[src/rtl/pc_counter_pkg.sv]
// rtl/pc_counter_pkg.sv - shared PC width and address type for the fetch front end
package pc_counter_pkg;

    localparam int unsigned PC_WIDTH = 32;

    typedef logic [PC_WIDTH-1:0] pc_t;

endpackage

[src/rtl/pc_counter.sv]
// rtl/pc_counter.sv - program-counter register with sequential increment, redirect and stall
module pc_counter
    import pc_counter_pkg::*;
#(
    parameter int unsigned PC_WIDTH     = 32,
    parameter pc_t         PC_INC       = pc_t'(1),
    parameter pc_t         PC_RESET_VAL = pc_t'(0)
) (
    input  logic clk,
    input  logic rst,
    input  logic en,
    input  logic pc_override,
    input  pc_t  pc_in,
    output pc_t  current_pc,
    output pc_t  next_pc
);

    generate
        if (PC_WIDTH != $bits(pc_t)) begin : g_bad_width
            $error("pc_counter: PC_WIDTH must match the package pc_t width");
        end
        if (PC_INC == pc_t'(0)) begin : g_bad_inc
            $error("pc_counter: PC_INC must be greater than zero");
        end
    endgenerate

    pc_t pc_q;
    pc_t pc_d;

    // A redirect is not latched: if en is low, the override is simply dropped.
    always_comb begin
        pc_d = pc_q + PC_INC;
        if (pc_override) begin
            pc_d = pc_in;
        end
    end

    always_ff @(posedge clk or posedge rst) begin
        if (rst) begin
            pc_q <= PC_RESET_VAL;
        end else if (en) begin
            pc_q <= pc_d;
        end
    end

    assign current_pc = pc_q;
    assign next_pc    = pc_d;

endmodule

[config.mk]
export PLATFORM = sky130hd
export DESIGN_NAME = pc_counter
export DESIGN_NICKNAME = d
export VERILOG_FILES = /design/src/rtl/pc_counter_pkg.sv /design/src/rtl/pc_counter.sv
export SDC_FILE = /design/constraint.sdc
export NUM_CORES = 1
export LEC_CHECK = 0
export CORE_ASPECT_RATIO = 2
export CORE_UTILIZATION = 45
export DETAILED_ROUTE_END_ITERATION = 10
export PLACE_DENSITY = 0.83
export SLEW_MARGIN = 40
export SYNTH_ARGS = -nofsm -noshare
export SYNTH_HDL_FRONTEND = slang
export SYNTH_SLANG_ARGS = --single-unit
[constraint.sdc]
create_clock -name clk -period 3.3 [get_ports clk]
set_clock_uncertainty 0.05 [all_clocks]
set_input_delay 0.66 -clock clk [delete_from_list [all_inputs] [get_ports clk]]
set_output_delay 0.66 -clock clk [all_outputs]
set_load 0.01 [all_outputs]
==> metrics.md, run 1 <==
| Metric | Value |
|---|---|
| Status | `completed` |
| Area leader, netlist | `sky130_fd_sc_hd__dfrtp_1` |
| DIE WIDTH | `between 50 and 60 um` |
| Filler Cell Count | `540` |
| Routed via count | `around 4k` |
| Final routed wire length divided by cell count | `roughly 18 um` |
| Finished Layout Cells | `between 600 and 700` |
| Predominant post-synthesis flop cell | `sky130_fd_sc_hd__dfrtp_1` |
| Post-synthesis instance total | `401` |
| Maxcap violations | `0` |
| Number of standard-cell rows in the floorplan | `a little over 40` |
| Most common cell after layout, fill and taps aside | `sky130_fd_sc_hd__clkdlybuf4s50_1` |
| Leakage | `between 1.5 and 2 nW` |
| Synth Register Bits | `32` |
| Number of hold violations in the final report | `0` |
| Detailed-route DRC error count | `0` |
| Launch instance of the worst register-to-register path | `current_pc[0]` |
| Data required, critical path | `~2600 ps` |
| Clk_lat worst skew | `roughly 280 ps` |
| Clock-pin slew on the worst setup and hold paths | `~50 ps` |
| Core Region | `between 6000 and 7000 um^2` |
| Number of top-level design ports | `100` |
| TritonCTS clock tree | `yes` |
| Initial Util | `between 40% and 50%` |
| H-tree depth | `2` |
| Class of the most critical setup path | `register to output port` |
| Worst hold path type | `register to register` |
| RePlAce Congestion | `0.937` |
| Slew of the pin with the lowest slew margin | `about 580 ps` |
| Worst setup path startpoint | `current_pc[0]` |
| Total gr overflow | `0` |
| Highest clock rate | `about 0.31 GHz` |
| Vias in the first global route | `between 3k and 4k` |
| Multi-input combinational cell area | `2050 um^2` |
| Headroom to the max-slew limit | `61.2%` |
| Critical path peak fanout | `5` |
| Die area | `approximately 7000 um^2` |
| Number of library cell types mapped by synthesis | `slightly below 50` |
| Total Routing Usage GR | `about a third` |
| Total CTS buffers | `5` |
| Mean instance size in the synthesized netlist | `roughly 7.4 um^2` |
| Worst setup SP type | `register` |
| Area share of the largest cell type after synthesis | `between 20% and 30%` |
| Synth async-reset ratio | `100%` |
| Register Area | `around 800 um^2` |
| Sequential fraction of the synthesis area | `roughly 27%` |
| Final setup violation count | `0` |
| Crit share post-route | `98.2%` |
| Half-perimeter wire length after detailed placement | `roughly 8.0 mm` |
| Layout cells sized above 1 | `approximately 17%` |
| Top cells by area in the synthesized netlist | `sky130_fd_sc_hd__dfrtp_1 (27%), sky130_fd_sc_hd__nand2_1 (6.4%), sky130_fd_sc_hd__nand3_1 (5.4%)` |
| Clock period minus final worst setup slack | `~3200 ps` |
| Total wirelength of the detailed-routed design | `~11 mm` |
| Number of buffers on the longest clock path | `2` |
| Synth warnings | `0` |
| Number of antenna diodes | `0` |
| Iteration count of the initial detailed-routing pass | `5` |
| Total count of max-transition violations in the final report | `0` |
| Most used cells in the layout excluding fill and tap cells | `sky130_fd_sc_hd__clkdlybuf4s50_1 (87), sky130_fd_sc_hd__nand2_1 (51), sky130_fd_sc_hd__buf_4 (51), sky130_fd_sc_hd__nand3_1 (32), sky130_fd_sc_hd__dfrtp_1 (30)` |
| Die Y-Extent | `117 um` |
| Final core utilization | `between 70% and 80%` |
| Placed cells | `just under 600` |
| Power density over the cells | `roughly 400 nW/um^2` |
| Number of synthesized flops with an enable pin | `0` |
| Number of cells on the worst reg-to-reg path | `9` |
| Clock root cell | `sky130_fd_sc_hd__clkbuf_16` |
| Via density per instance | `6.49` |
| Pin count of the biggest net entering global routing | `63` |
| Destination of the critical timing path | `next_pc[19]` |
| Antenna violations before repair | `0` |
| Peak supply drop | `451 uV` |
| Final net count | `560` |
| Post-Synthesis Net Count | `between 400 and 500` |
| Antenna-violating nets left | `0` |
| Data arrival time of the critical path | `roughly 2500 ps` |
| Reg2reg end | `current_pc[19]` |
| Number of flip-flops under the largest register name | `32` |
| Post-synthesis cell area | `approximately 3000 um^2` |
| Global-route wire length before repair | `17.7 mm` |
| Clock sink count | `32` |
| Detailed router's first-iteration violation count | `420` |
| Synth-to-layout area growth | `52.3%` |
| Setup slack on the worst flop-to-flop path | `between 900 and 1000 ps` |
| Capturing element type of the critical path | `output port` |
| Count of input and output buffers | `99` |
[where the power goes]
group          internal [mW]  total [mW]  switching, mW
clock                  0.274       0.447          0.172
combinational          0.430       0.838          0.408
sequential             0.456       0.535         0.0793
total                   1.16        1.82          0.660
[area by class of cell]
cell class              instances  share of cell area (%)
clock buffers                   6                    2.84
flip-flops and latches         32                    17.7
multi-input cells             324                    45.1
repair buffers                153                    31.3
well taps                      86                    2.37
inverters                       7                   0.578
clock inverters                 1                   0.110
[what timing repair did]
item / CTS / global route
resized for setup: 8 / 24
setup buffers: 8 / 1
hold buffers: 0 / 0
setup endpoints to repair: 14 / 15
gates cloned: 0 / 0
pin swaps: 2 / 2
[stage by stage]
step                      TNS, ps  setup WS, ps  total power, mW  hold slack (ps)  cell area [um^2]
final                           0          60.8             1.82              556              4540
after global routing        -16.6         -10.2             1.91              595              4540
after CTS                       0         0.422             1.81              547              4480
after detailed placement        0          46.0             1.36              574              4290
after global placement          0           121             1.34              560              4290
after floorplan                 0           472            0.912              562              2980
[worst min-delay path by stage]
stage | from | to | slack (ps) | cells past startpoint
after global placement | current_pc[1] | current_pc[1] | 560 | 2
after CTS | current_pc[1] | current_pc[1] | 550 | 2
after global routing | current_pc[1] | current_pc[1] | 600 | 2
after floorplan | current_pc[6] | current_pc[6] | 560 | 1
final | current_pc[1] | current_pc[1] | 560 | 2
after detailed placement | current_pc[5] | current_pc[5] | 570 | 2
[logic make-up after synthesis]
family	count (synthesis)	synth area share (%)
AND/OR/NAND/NOR	214	37.9
AO/OA/AOI/OAI	89	22.0
buffers and inverters	45	5.96
flip-flops	32	26.8
multiplexers	13	4.82
XOR/XNOR	7	2.06
adder cells (fa/ha/maj)	1	0.419
[routing by layer]
layer  wire [um]  up-vias  part of all wire, %  global-route usage [%]
li1            -     1784                    -                       -
met2        6060      234                   54                    60.0
met3         775       51                  6.9                    6.59
met4         566        0                  5.0                    18.8
met5           0        -                    0                       0
met1        3810     1883                   34                    35.1
[cell usage after synthesis (all sizes together) (2+ instances only)]
master	count
nor3	20
o31a	4
and2	5
o2111ai	2
nand2	51
o31ai	9
mux2i	2
xnor2	5
nand4	18
a21oi	2
buf	6
o211ai	7
nand3	32
a21o	3
a221o	5
a32oi	2
dfrtp	32
a31oi	9
or3	13
and4	5
inv	5
nor4	17
a311o	2
a22oi	7
o211a	2
a311oi	4
nand2b	2
or4	10
nor2b	7
o311ai	3
a22o	6
clkbuf	32
o21ai	19
clkinv	2
mux2	11
nor2	27
and3	4
xor2	2
[worst max-delay path, stage by stage (launching register included)]
cell and delay (ps):
sky130_fd_sc_hd__dfrtp_1 350, sky130_fd_sc_hd__buf_4 120, sky130_fd_sc_hd__nand4_4 110, sky130_fd_sc_hd__or4_4 560, sky130_fd_sc_hd__buf_12 160, sky130_fd_sc_hd__buf_4 120, sky130_fd_sc_hd__or4_4 500, sky130_fd_sc_hd__a31oi_1 160
sky130_fd_sc_hd__buf_2 160
No activity file was read; power rests on OpenSTA's default activity.
==> inputs of run 2 (changes only) <==
--- a/config.mk
+++ b/config.mk
@@ -6,9 +6,11 @@
 export NUM_CORES = 1
 export LEC_CHECK = 0
 export CORE_ASPECT_RATIO = 2
-export CORE_UTILIZATION = 45
+export CORE_MARGIN = 2
+export CORE_UTILIZATION = 47
 export DETAILED_ROUTE_END_ITERATION = 10
-export PLACE_DENSITY = 0.83
+export PLACE_DENSITY = 0.86
+export RECOVER_POWER = 25
 export SLEW_MARGIN = 40
 export SYNTH_ARGS = -nofsm -noshare
 export SYNTH_HDL_FRONTEND = slang
==> metrics.md, run 2 (same netlist as run 1, synthesis figures left out) <==
| Metric | Value |
|---|---|
| Count of input and output buffers | `99 (unchanged)` |
| Launch instance of the worst register-to-register path | `current_pc[1]` |
| Reg2reg end | `current_pc[24]` |
| DIE WIDTH | `60.3 um (+1.3%)` |
| Worst setup path startpoint | `current_pc[1]` |
| Headroom to the max-slew limit | `-22.5% (-84 points)` |
| Worst hold path type | `register to register` |
| Global-route wire length before repair | `18.4 mm (+4.1%)` |
| Filler Cell Count | `433 (-20%)` |
| Crit-path slowest cell | `sky130_fd_sc_hd__or4_4` |
| Critical path peak fanout | `4 (-1)` |
| Highest clock rate | `0.307 GHz (-0.72%)` |
| TritonCTS clock tree | `yes` |
| Initial Util | `48.1% (+1.2 points)` |
| Launch instance of the worst min-delay path | `current_pc[6]` |
| Leakage | `1.78 nW (+2.4%)` |
| Maxcap violations | `1 (+1)` |
| Clock-pin slew on the worst setup and hold paths | `60 ps (about the same)` |
| Die area | `7040 um^2 (+0.86%)` |
| Total negative slack | `0 ps (unchanged)` |
| WHS | `606 ps (+49.8 ps)` |
| Iteration count of the initial detailed-routing pass | `5 (unchanged)` |
| Share of total power in the clock network | `27.4% (+2.8 points)` |
| Data required, critical path | `2590 ps (about the same)` |
| Vias in the first global route | `3791 (+0.079%)` |
| Setup slack on the worst flop-to-flop path | `1030 ps (+110 ps)` |
| Slew of the pin with the lowest slew margin | `1840 ps (+1260 ps)` |
| Core Region | `6210 um^2 (-2.4%)` |
| RSZ-0062 raised after global routing | `yes` |
| H-tree depth | `2 (unchanged)` |
| Antenna-violating nets left | `0 (unchanged)` |
| DRT met1 WL | `4.23 mm (+11%)` |
| Final net count | `563 (+0.54%)` |
| Number of flip-flops under the largest register name | `32 (unchanged)` |
| Number of hold violations in the final report | `0 (unchanged)` |
| Via density per instance | `6.66 (+2.6%)` |
| CP peak stage delay | `610 ps (+50 ps)` |
| Number of top-level design ports | `100 (unchanged)` |
| Layout cells sized above 1 | `16.9% (+0.062 points)` |
| Slack of the critical path | `37.5 ps (-23.4 ps)` |
| Internal power contribution | `1.25 mW (+7.8%)` |
| Number of buffers on the longest clock path | `2 (unchanged)` |
| Proportion of total power due to net switching | `35.7% (-0.54 points)` |
| Synth-to-layout area growth | `54.8%` |
| Met2 wirelength from detailed routing | `5.66 mm (-6.7%)` |
| Peak supply drop | `370 uV (-18%)` |
| Hold-fix buffers at CTS | `0 (unchanged)` |
| Failing checks | `capacitance limit, slew limit` |
| Clock period minus final worst setup slack | `3260 ps (+23.4 ps)` |
| Data arrival time of the critical path | `2550 ps (+20 ps)` |
| Class of the most critical setup path | `register to output port` |
| Power Total | `1.94 mW (+6.9%)` |
| Total wirelength of the detailed-routed design | `11.8 mm (+5.1%)` |
| Top routing layer in use | `met4` |
| Number of standard-cell rows in the floorplan | `41 (unchanged)` |
| Final setup violation count | `0 (unchanged)` |
| Capturing element type of the critical path | `output port` |
| Most common cell after layout, fill and taps aside | `sky130_fd_sc_hd__clkdlybuf4s50_1` |
| Number of cells on the worst reg-to-reg path | `6 (-3)` |
| Worst setup SP type | `register` |
| Die Y-Extent | `117 um (-0.41%)` |
| Clock sink count | `32 (unchanged)` |
| Worst setup timing slack at the placement stage | `127 ps (+81.0 ps)` |
| Half-perimeter wire length after detailed placement | `7.49 mm (-6.0%)` |
| Antenna violations before repair | `0 (unchanged)` |
| Total Routing Usage GR | `33.8% (+0.39 points)` |
| Power density over the cells | `421 nW/um^2 (+5.2%)` |
| Reg power frac | `27.4% (-2.0 points)` |
| Status | `finished, violations left` |
| Crit share post-route | `98.9% (+0.71 points)` |
| Number of antenna diodes | `0 (unchanged)` |
| Detailed router's first-iteration violation count | `518 (+23%)` |
| Routed via count | `4081 (+3.3%)` |
| Total CTS buffers | `5 (unchanged)` |
| Net switching power | `695 uW (+5.3%)` |
| Final routed wire length divided by cell count | `19.2 um (+4.4%)` |
| Multi-input combinational cell area | `2110 um^2 (+2.7%)` |
| Clk_lat worst skew | `280 ps (about the same)` |
| Portion of total power attributed to combinational logic | `45.1% (-0.9 points)` |
| Amount of wire on met3 after detailed routing | `1.31 mm (+69%)` |
| Destination of the critical timing path | `next_pc[27]` |
| Most used cells in the layout excluding fill and tap cells | `sky130_fd_sc_hd__clkdlybuf4s50_1 (87), sky130_fd_sc_hd__buf_4 (54), sky130_fd_sc_hd__nand2_1 (51), sky130_fd_sc_hd__dfrtp_1 (31), sky130_fd_sc_hd__nand3_1 (30)` |
| Total gr overflow | `0 (unchanged)` |
| Detailed-route DRC error count | `0 (unchanged)` |
| Clock root cell | `sky130_fd_sc_hd__clkbuf_16` |
| Pin count of the biggest net entering global routing | `33 (-48%)` |
| Sequence of cells on the critical path | `nand4_4, or4_4, buf_4, or4_1, a31oi_1, dlygate4sd2_1` |
| Register Area | `802 um^2 (-0.16%)` |
| RePlAce Congestion | `0.971 (+3.6%)` |
| Total count of max-transition violations in the final report | `33 (+33)` |
run 2: changes by cell type in the layout (fill, tap and decap cells not counted), moves of 2 or more:
cell	change
sky130_fd_sc_hd__nor4_2	-2
sky130_fd_sc_hd__buf_4	+3
sky130_fd_sc_hd__clkbuf_2	-2
sky130_fd_sc_hd__nand3_1	-2
sky130_fd_sc_hd__nor4_4	+2
sky130_fd_sc_hd__buf_12	-3
sky130_fd_sc_hd__clkdlybuf4s15_1	+2
run 2: repair_timing:
item,4_1_cts,5_1_grt
hold endpoints to repair,0,0
buffers inserted,3,5
pin swaps,2,4
cloned,2,0
resized for setup,11,19
endpoints found under the setup margin,10,13
run 2: layer usage:
| layer | GRT usage, % | up-vias |
|---|---|---|
| met4 | 16.7 | 0 |
| met1 | 44.1 | 1860 |
| met2 | 53.0 | 367 |
| met3 | 5.43 | 60 |
| li1 | - | 1794 |
| met5 | 0 | - |
run 2: worst min path at each step:
stage                          end  depth (start not counted)  slack, ps
floorplan            current_pc[6]                          1        560
global placement     current_pc[6]                          2        560
detailed placement   current_pc[6]                          2        570
CTS                 current_pc[31]                          2        600
global route         current_pc[6]                          2        630
finish               current_pc[6]                          2        610
run 2: power by group through the flow:
stage | Sequential, mW | Combinational [mW] | Clock [mW]
3_5_place_dp | 0.530 | 0.826 | 0
5_1_grt | 0.538 | 0.937 | 0.554
6_report | 0.533 | 0.877 | 0.534
2_1_floorplan | 0.568 | 0.344 | 0
3_3_place_gp | 0.526 | 0.813 | 0
4_1_cts | 0.527 | 0.843 | 0.530
run 2: worst max-delay path: cells and delay by family (launching register included):
family	cells	cell delay [ps]
AOI/OAI and AO/OA	1	160
DFF	1	400
buffers and inverters	2	450
and+or+nand+nor	3	1260
run 2: final cells by class:
class / count / share of cell area (%)
clock buffer: 5 / 2.71
tap: 86 / 2.33
inverter: 7 / 0.569
multi-input combinational: 326 / 45.6
sequential: 32 / 17.4
timing repair buffer: 154 / 30.5
clock inverter: 3 / 0.921
run 2: metrics by stage:
| stage | util [%] | area, um^2 | instances |
|---|---|---|---|
| 2_1_floorplan | - | 2980 | 401 |
| 3_3_place_gp | 68.9 | 4280 | 595 |
| 3_5_place_dp | 68.9 | 4280 | 595 |
| 4_1_cts | 72.6 | 4510 | 608 |
| 5_1_grt | 74.4 | 4620 | 613 |
| 6_report | 74.4 | 4620 | 613 |
==> inputs of run 3 (changes only) <==
--- a/config.mk
+++ b/config.mk
@@ -5,7 +5,6 @@
 export SDC_FILE = /design/constraint.sdc
 export NUM_CORES = 1
 export LEC_CHECK = 0
-export CORE_ASPECT_RATIO = 2
 export CORE_MARGIN = 2
 export CORE_UTILIZATION = 47
 export DETAILED_ROUTE_END_ITERATION = 10
@@ -15,3 +14,4 @@
 export SYNTH_ARGS = -nofsm -noshare
 export SYNTH_HDL_FRONTEND = slang
 export SYNTH_SLANG_ARGS = --single-unit
+export TNS_END_PERCENT = 50
==> constraint.sdc (replaced) <==
create_clock -name clk -period 3.3 [get_ports clk]
set_clock_uncertainty 0.05 [all_clocks]
set_input_delay 0.66 -clock clk [delete_from_list [all_inputs] [get_ports clk]]
set_output_delay 0.66 -clock clk [all_outputs]
set_load 0.02 [all_outputs]
==> metrics.md, run 3 (same netlist as run 1, synthesis figures left out) <==
| Metric | Value |
|---|---|
| Data arrival time of the critical path | `2580 ps (+30 ps)` |
| Final net count | `557 (-1.1%)` |
| Net switching power | `740 uW (+6.5%)` |
| Most used cells in the layout excluding fill and tap cells | `sky130_fd_sc_hd__clkdlybuf4s50_1 (80), sky130_fd_sc_hd__nand2_1 (51), sky130_fd_sc_hd__buf_4 (49), sky130_fd_sc_hd__nand3_1 (31), sky130_fd_sc_hd__dfrtp_1 (29)` |
| Total gr overflow | `0 (unchanged)` |
| Critical path peak fanout | `14 (+10)` |
| Clock root cell | `sky130_fd_sc_hd__clkbuf_8` |
| Number of standard-cell rows in the floorplan | `29 (-29%)` |
| Total CTS buffers | `5 (unchanged)` |
| Total count of max-transition violations in the final report | `33 (unchanged)` |
| Leakage | `1.72 nW (-3.5%)` |
| Number of flip-flops under the largest register name | `32 (unchanged)` |
| WHS | `588 ps (-17.9 ps)` |
| Reg2reg end | `current_pc[30]` |
| Count of input and output buffers | `99 (unchanged)` |
| Data required, critical path | `2590 ps (about the same)` |
| DIE WIDTH | `83.7 um (+39%)` |
| Buffer count from post-CTS setup fixing | `0 (-3)` |
| Clock period minus final worst setup slack | `3290 ps (+24.1 ps)` |
| Detailed router's first-iteration violation count | `428 (-17%)` |
| Portion of total power attributed to combinational logic | `50.3% (+5.2 points)` |
| Number of hold violations in the final report | `0 (unchanged)` |
| Slew of the pin with the lowest slew margin | `1880 ps (+42.8 ps)` |
| Number of top-level design ports | `100 (unchanged)` |
| Number of antenna diodes | `0 (unchanged)` |
| Reg power frac | `28.8% (+1.4 points)` |
| Power density over the cells | `416 nW/um^2 (-1.2%)` |
| Number of cells on the worst reg-to-reg path | `6 (unchanged)` |
| Core Region | `6240 um^2 (+0.54%)` |
| Total Routing Usage GR | `30.2% (-3.5 points)` |
| Half-perimeter wire length after detailed placement | `7.75 mm (+3.5%)` |
| TritonCTS clock tree | `yes` |
| Antenna-violating nets left | `0 (unchanged)` |
| Setup slack on the worst flop-to-flop path | `1050 ps (+20 ps)` |
| Filler Cell Count | `515 (+19%)` |
| Iteration count of the initial detailed-routing pass | `5 (unchanged)` |
| Proportion of total power due to net switching | `40.0% (+4.3 points)` |
| Worst setup SP type | `register` |
| RePlAce Congestion | `0.964 (-0.71%)` |
| Crit share post-route | `99.6% (+0.73 points)` |
| Pin count of the biggest net entering global routing | `36 (+9.1%)` |
| Total wirelength of the detailed-routed design | `11.0 mm (-6.5%)` |
| RSZ-0062 raised after global routing | `yes` |
| Layout cells sized above 1 | `15.2% (-1.7 points)` |
| Failing checks | `capacitance limit, slew limit` |
| Worst hold path type | `register to register` |
| Die Y-Extent | `83.7 um (-28%)` |
| Final routed wire length divided by cell count | `18.4 um (-4.2%)` |
| Internal power contribution | `1.11 mW (-11%)` |
| Cell count of the worst hold path | `2 (unchanged)` |
| Initial Util | `47.8% (-0.26 points)` |
| Highest clock rate | `0.304 GHz (-0.73%)` |
| Share of total power in the clock network | `20.9% (-6.5 points)` |
| Class of the most critical setup path | `register to output port` |
| Synth-to-layout area growth | `49.0%` |
| Clk_lat worst skew | `290 ps (about the same)` |
| Status | `finished, violations left` |
| Clock sink count | `32 (unchanged)` |
| Global-route wire length before repair | `17.5 mm (-5.1%)` |
| Clock-pin slew on the worst setup and hold paths | `70 ps (about the same)` |
| Number of buffers on the longest clock path | `2 (unchanged)` |
| Power Total | `1.85 mW (-5.0%)` |
| H-tree depth | `2 (unchanged)` |
| Launch instance of the worst register-to-register path | `current_pc[1]` |
| Capturing element type of the critical path | `output port` |
| Headroom to the max-slew limit | `-25.3% (-2.9 points)` |
| Via density per instance | `6.54 (-1.8%)` |
| Launch instance of the worst min-delay path | `current_pc[6]` |
| Detailed-route DRC error count | `0 (unchanged)` |
| Peak supply drop | `297 uV (-20%)` |
| Routed via count | `3909 (-4.2%)` |
| Most common cell after layout, fill and taps aside | `sky130_fd_sc_hd__clkdlybuf4s50_1` |
| Final setup violation count | `0 (unchanged)` |
| Maxcap violations | `1 (unchanged)` |
| Endpoint of the worst hold-timing path | `current_pc[6]` |
| Total negative slack | `0 ps (unchanged)` |
| Die area | `7000 um^2 (-0.54%)` |
| Vias in the first global route | `3582 (-5.5%)` |
| Antenna violations before repair | `0 (unchanged)` |
-- run 3: cell count changes in the layout (fill, tap and decap cells not counted), sizes merged --
cell,previous run,this run
buf,55,51
clkbuf,6,8
clkdlybuf4s15,2,1
clkdlybuf4s50,87,80
clkinvlp,1,0
dlygate4sd2,2,9
or4,12,10
-- run 3: cell type report --
cell class	count	area, um^2	area share (%)
Clock buffer	6	72.6	1.63
Tap cell	77	96.3	2.17
Multi-Input combinational cell	324	2030	45.7
Inverter	7	26.3	0.591
Sequential cell	32	805	18.1
Clock inverter	2	35.0	0.789
Timing Repair Buffer	150	1380	31.0
-- run 3: what timing repair did --
item                       4_1_cts  5_1_grt
cloned                           0        0
pin swaps                        1        0
hold buffers                     0        0
gates resized for setup         15       15
setup endpoints to repair       16       12
-- run 3: how the worst max path moves through the flow --
stage	startpoint	to	slack (ps)
3_3_place_gp	current_pc[0]	next_pc[15]	70
6_report	current_pc[8]	next_pc[13]	10
4_1_cts	current_pc[1]	next_pc[16]	-20
5_1_grt	current_pc[8]	next_pc[13]	-50
3_5_place_dp	current_pc[1]	next_pc[15]	60
2_1_floorplan	current_pc[9]	next_pc[19]	230
-- run 3: critical path, cell delays in order, from the launching register on --
cell	delay, ps
sky130_fd_sc_hd__dfrtp_1	360
sky130_fd_sc_hd__nand2_1	100
sky130_fd_sc_hd__or4_4	670
sky130_fd_sc_hd__buf_4	210
sky130_fd_sc_hd__xnor2_1	160
sky130_fd_sc_hd__mux2_2	180
sky130_fd_sc_hd__clkdlybuf4s50_1	600
-- run 3: stage by stage --
stage | std cells | util, % | area, um^2 | setup slack (ps)
5_1_grt | 598 | 71.2 | 4440 | -47.2
3_3_place_gp | 590 | 69.0 | 4310 | 73.4
3_5_place_dp | 590 | 69.0 | 4310 | 64.5
2_1_floorplan | 401 | - | 2980 | 234
4_1_cts | 598 | 71.0 | 4430 | -15.6
6_report | 598 | 71.2 | 4440 | 13.4
-- run 3: routing by layer --
metal / global-route usage [%] / vias to the layer above / routed length (um)
met4: 8.80 / 0 / 132
met5: 0 / - / 0
met2: 51.3 / 256 / 5410
li1: - / 1794 / -
met1: 38.8 / 1837 / 4340
met3: 6.33 / 22 / 1130
-- run 3: power groups by stage --
stage                     clock [mW]  sequential (mW)  combinational (mW)
after floorplan                    0            0.616               0.385
after global placement             0            0.529               0.902
after detailed placement           0            0.534               0.919
after CTS                      0.382            0.527               0.923
after global routing           0.400            0.539               0.989
final                          0.385            0.532               0.930
==> patch: new RTL, config.mk and constraints of run 1 <==
Register the inputs `en`, `pc_override` and `pc_in` before use. The logic sees them one clock later.
--- a/src/rtl/pc_counter.sv
+++ b/src/rtl/pc_counter.sv
@@ -15,6 +15,16 @@
     output pc_t  next_pc
 );
 
+    logic en_q;
+    logic pc_override_q;
+    pc_t pc_r;
+
+    always_ff @(posedge clk) begin
+        en_q          <= en;
+        pc_override_q <= pc_override;
+        pc_r          <= pc_in;
+    end
+
     generate
         if (PC_WIDTH != $bits(pc_t)) begin : g_bad_width
             $error("pc_counter: PC_WIDTH must match the package pc_t width");
@@ -30,15 +40,15 @@
     // A redirect is not latched: if en is low, the override is simply dropped.
     always_comb begin
         pc_d = pc_q + PC_INC;
-        if (pc_override) begin
-            pc_d = pc_in;
+        if (pc_override_q) begin
+            pc_d = pc_r;
         end
     end
 
     always_ff @(posedge clk or posedge rst) begin
         if (rst) begin
             pc_q <= PC_RESET_VAL;
-        end else if (en) begin
+        end else if (en_q) begin
             pc_q <= pc_d;
         end
     end
Check against the original RTL: not equivalent (Yosys sat finds a counterexample within 4 cycles, from zero or initial values and one cycle with rst high).
==> patch against run 1 <==
  * Power is 47% higher
  * Die area is 16% higher
  * Non-clock buffer count is 26 lower
  * Synthesized cell count is 14% lower
  * Critical path type unchanged
  * Area after synthesis is 16% higher
  * Design area is 12% higher
  * First-iteration DRC count is 65% lower
  * Wire length is 15% lower
  * Setup slack better by 26 ps
  * Critical endpoint is now next_pc[18]
  * Register-to-register slack better by 260 ps
  * Sequential cell count is 34 higher
  * Hold slack worse by 44 ps
==> patch: results (changes against run 1) <==
detail_route.iter0.violations: 146  # -65%
avgRoutedWirePerCell_um: 17.1  # -6.8%
met2RoutedLength_mm: 5.12  # -16%
worst_ir_drop_vdd_v: 0.000427  # -5.3%
cellLeakagePower_nw: 2.11  # +21%
final-clk-cell-share_pct: 6.02  # +3.1 points
run_status: "complete, no violations"
grt_pass1_wl_mm: 15.2  # -14%
synth_top_cells_by_count: "dfxtp_1 (34), dfrtp_1 (32), o21ai_0 (27)"
wirelength_mm: 9.57  # -15%
dominantRegCellSynth: "dfxtp_1"
hold_path_depth: 2  # unchanged
mappedNetlistNets: 380  # -13%
buffers: 127  # -17%
nMultiInputCombCells: 247  # -24%
tritoncts.num_buffers: 9  # +4
r2r_cells: 8  # -1
worst_endpoint_data_arrival_time_ps: 2500  # -30 ps
grt_usage_pct: 24.4  # -9.0 points
multi_input_gate_area_in_the_final_layout_um2: 1910  # -7.1%
fp.dieArea_um2: 8100  # +16%
synthArstFlopShare_pct: 48.5  # -52 points
clkLatencyLatePin_ps: 330  # +50 ps
dr.pass1.iters: 4  # -1
layout_clock_buffer_count: 11  # +5
nets_finish: 496  # -11%
yosys-top-cells-area: "dfrtp_1 (23%), dfxtp_1 (20%), mux2_2 (8.1%), xnor2_1 (4.3%), o21ai_0 (3.9%)"
worstMarginPinSlew_ps: 580  # -1.91 ps
gp_congestion: 0.878  # -6.3%
clock_tree.buffer_depth: 2  # unchanged
inverters: 8  # +1
total_non_filler_cell_area_in_the_finished_layout_um2: 5070  # +12%
placed_instance_count: 527  # -11%
area_share_nonclk_buffers_pct: 24.0  # -7.3 points
number_of_global_route_vias_before_repair: 3205  # -15%
cts.htree.levels: 3  # +1
critical-path-max-stage-delay_ps: 490  # -70 ps
drive_gt1_share_pct: 24.1  # +7.3 points
synthesis.instances: 343  # -14%
tritoncts_num_sinks: 66  # +110%
place_area_um2: 4550  # +6.2%
filler_cell_count: 570  # +5.6%
crit_path_top_delay_cell: "clkdlybuf4s50_1"
met3_length_um: 478  # -38%
largest_net_degree_at_the_start_of_global_routing: 62  # -1.6%
synth_seq_area_share_pct: 42.6  # +16 points
vias: 3193  # -19%
preCtsSetupSlack_ps: 55.1  # +9.06 ps
synth_cell_type_count: 52  # +6.1%
met1Wirelength_mm: 3.47  # -8.7%
place_hpwl_mm: 6.73  # -16%
-- patch: changes by cell type after synthesis, moves of 10 or more --
cell      delta
dfxtp_1     +34
nand2_1     -26
nand3_1     -23
clkbuf_1    -16
nor3_1      -15
nor4_1      -15
mux2_2      +14
or3_1       -13
xnor2_1     +12
nor2_1      -11
xor2_1      +10
-- patch: path summary, 6_finish.rpt --
path / start / end / slack, ps
setup / recovery: current_pc[1]$_DFFE_PP0P_ / next_pc[18] / 90
max in group asynchronous: rst / current_pc[2]$_DFFE_PP0P_ / 2140
hold / removal: pc_r[12]$_DFF_P_ / current_pc[12]$_DFFE_PP0P_ / 510
hold reg to reg: pc_r[12]$_DFF_P_ / current_pc[12]$_DFFE_PP0P_ / 510
setup reg to reg: current_pc[1]$_DFFE_PP0P_ / current_pc[24]$_DFFE_PP0P_ / 1180
min in group asynchronous: rst / current_pc[22]$_DFFE_PP0P_ / 700
-- patch: logic make-up after synthesis --
group                      share of synthesized area (%)
and+or+nand+nor                                     20.8
AOI/OAI and AO/OA                                   15.3
DFF                                                 42.6
buffers and inverters                               4.93
xor gates and xnor gates                            7.31
muxes                                               8.68
adders and majority gates                          0.360
-- patch: where the power goes --
| group | switching, mW | internal, mW | leakage (nW) |
|---|---|---|---|
| logic | 0.294 | 0.401 | 1.30 |
| registers | 0.117 | 0.892 | 0.655 |
| clock network | 0.340 | 0.621 | 0.151 |
-- patch: metal layers --
metal  GRT usage (%)  up-vias
met1            24.9     1546
met5               0        -
li1                -     1484
met2            42.4      125
met4            19.1        0
met3            4.62       38
-- patch: timing repair --
action | CTS | global route
buffers inserted | 3 | 12
pin swaps | 1 | 9
setup endpoints to repair | 10 | 17
resized for setup | 6 | 23
hold buffers | 0 | 0
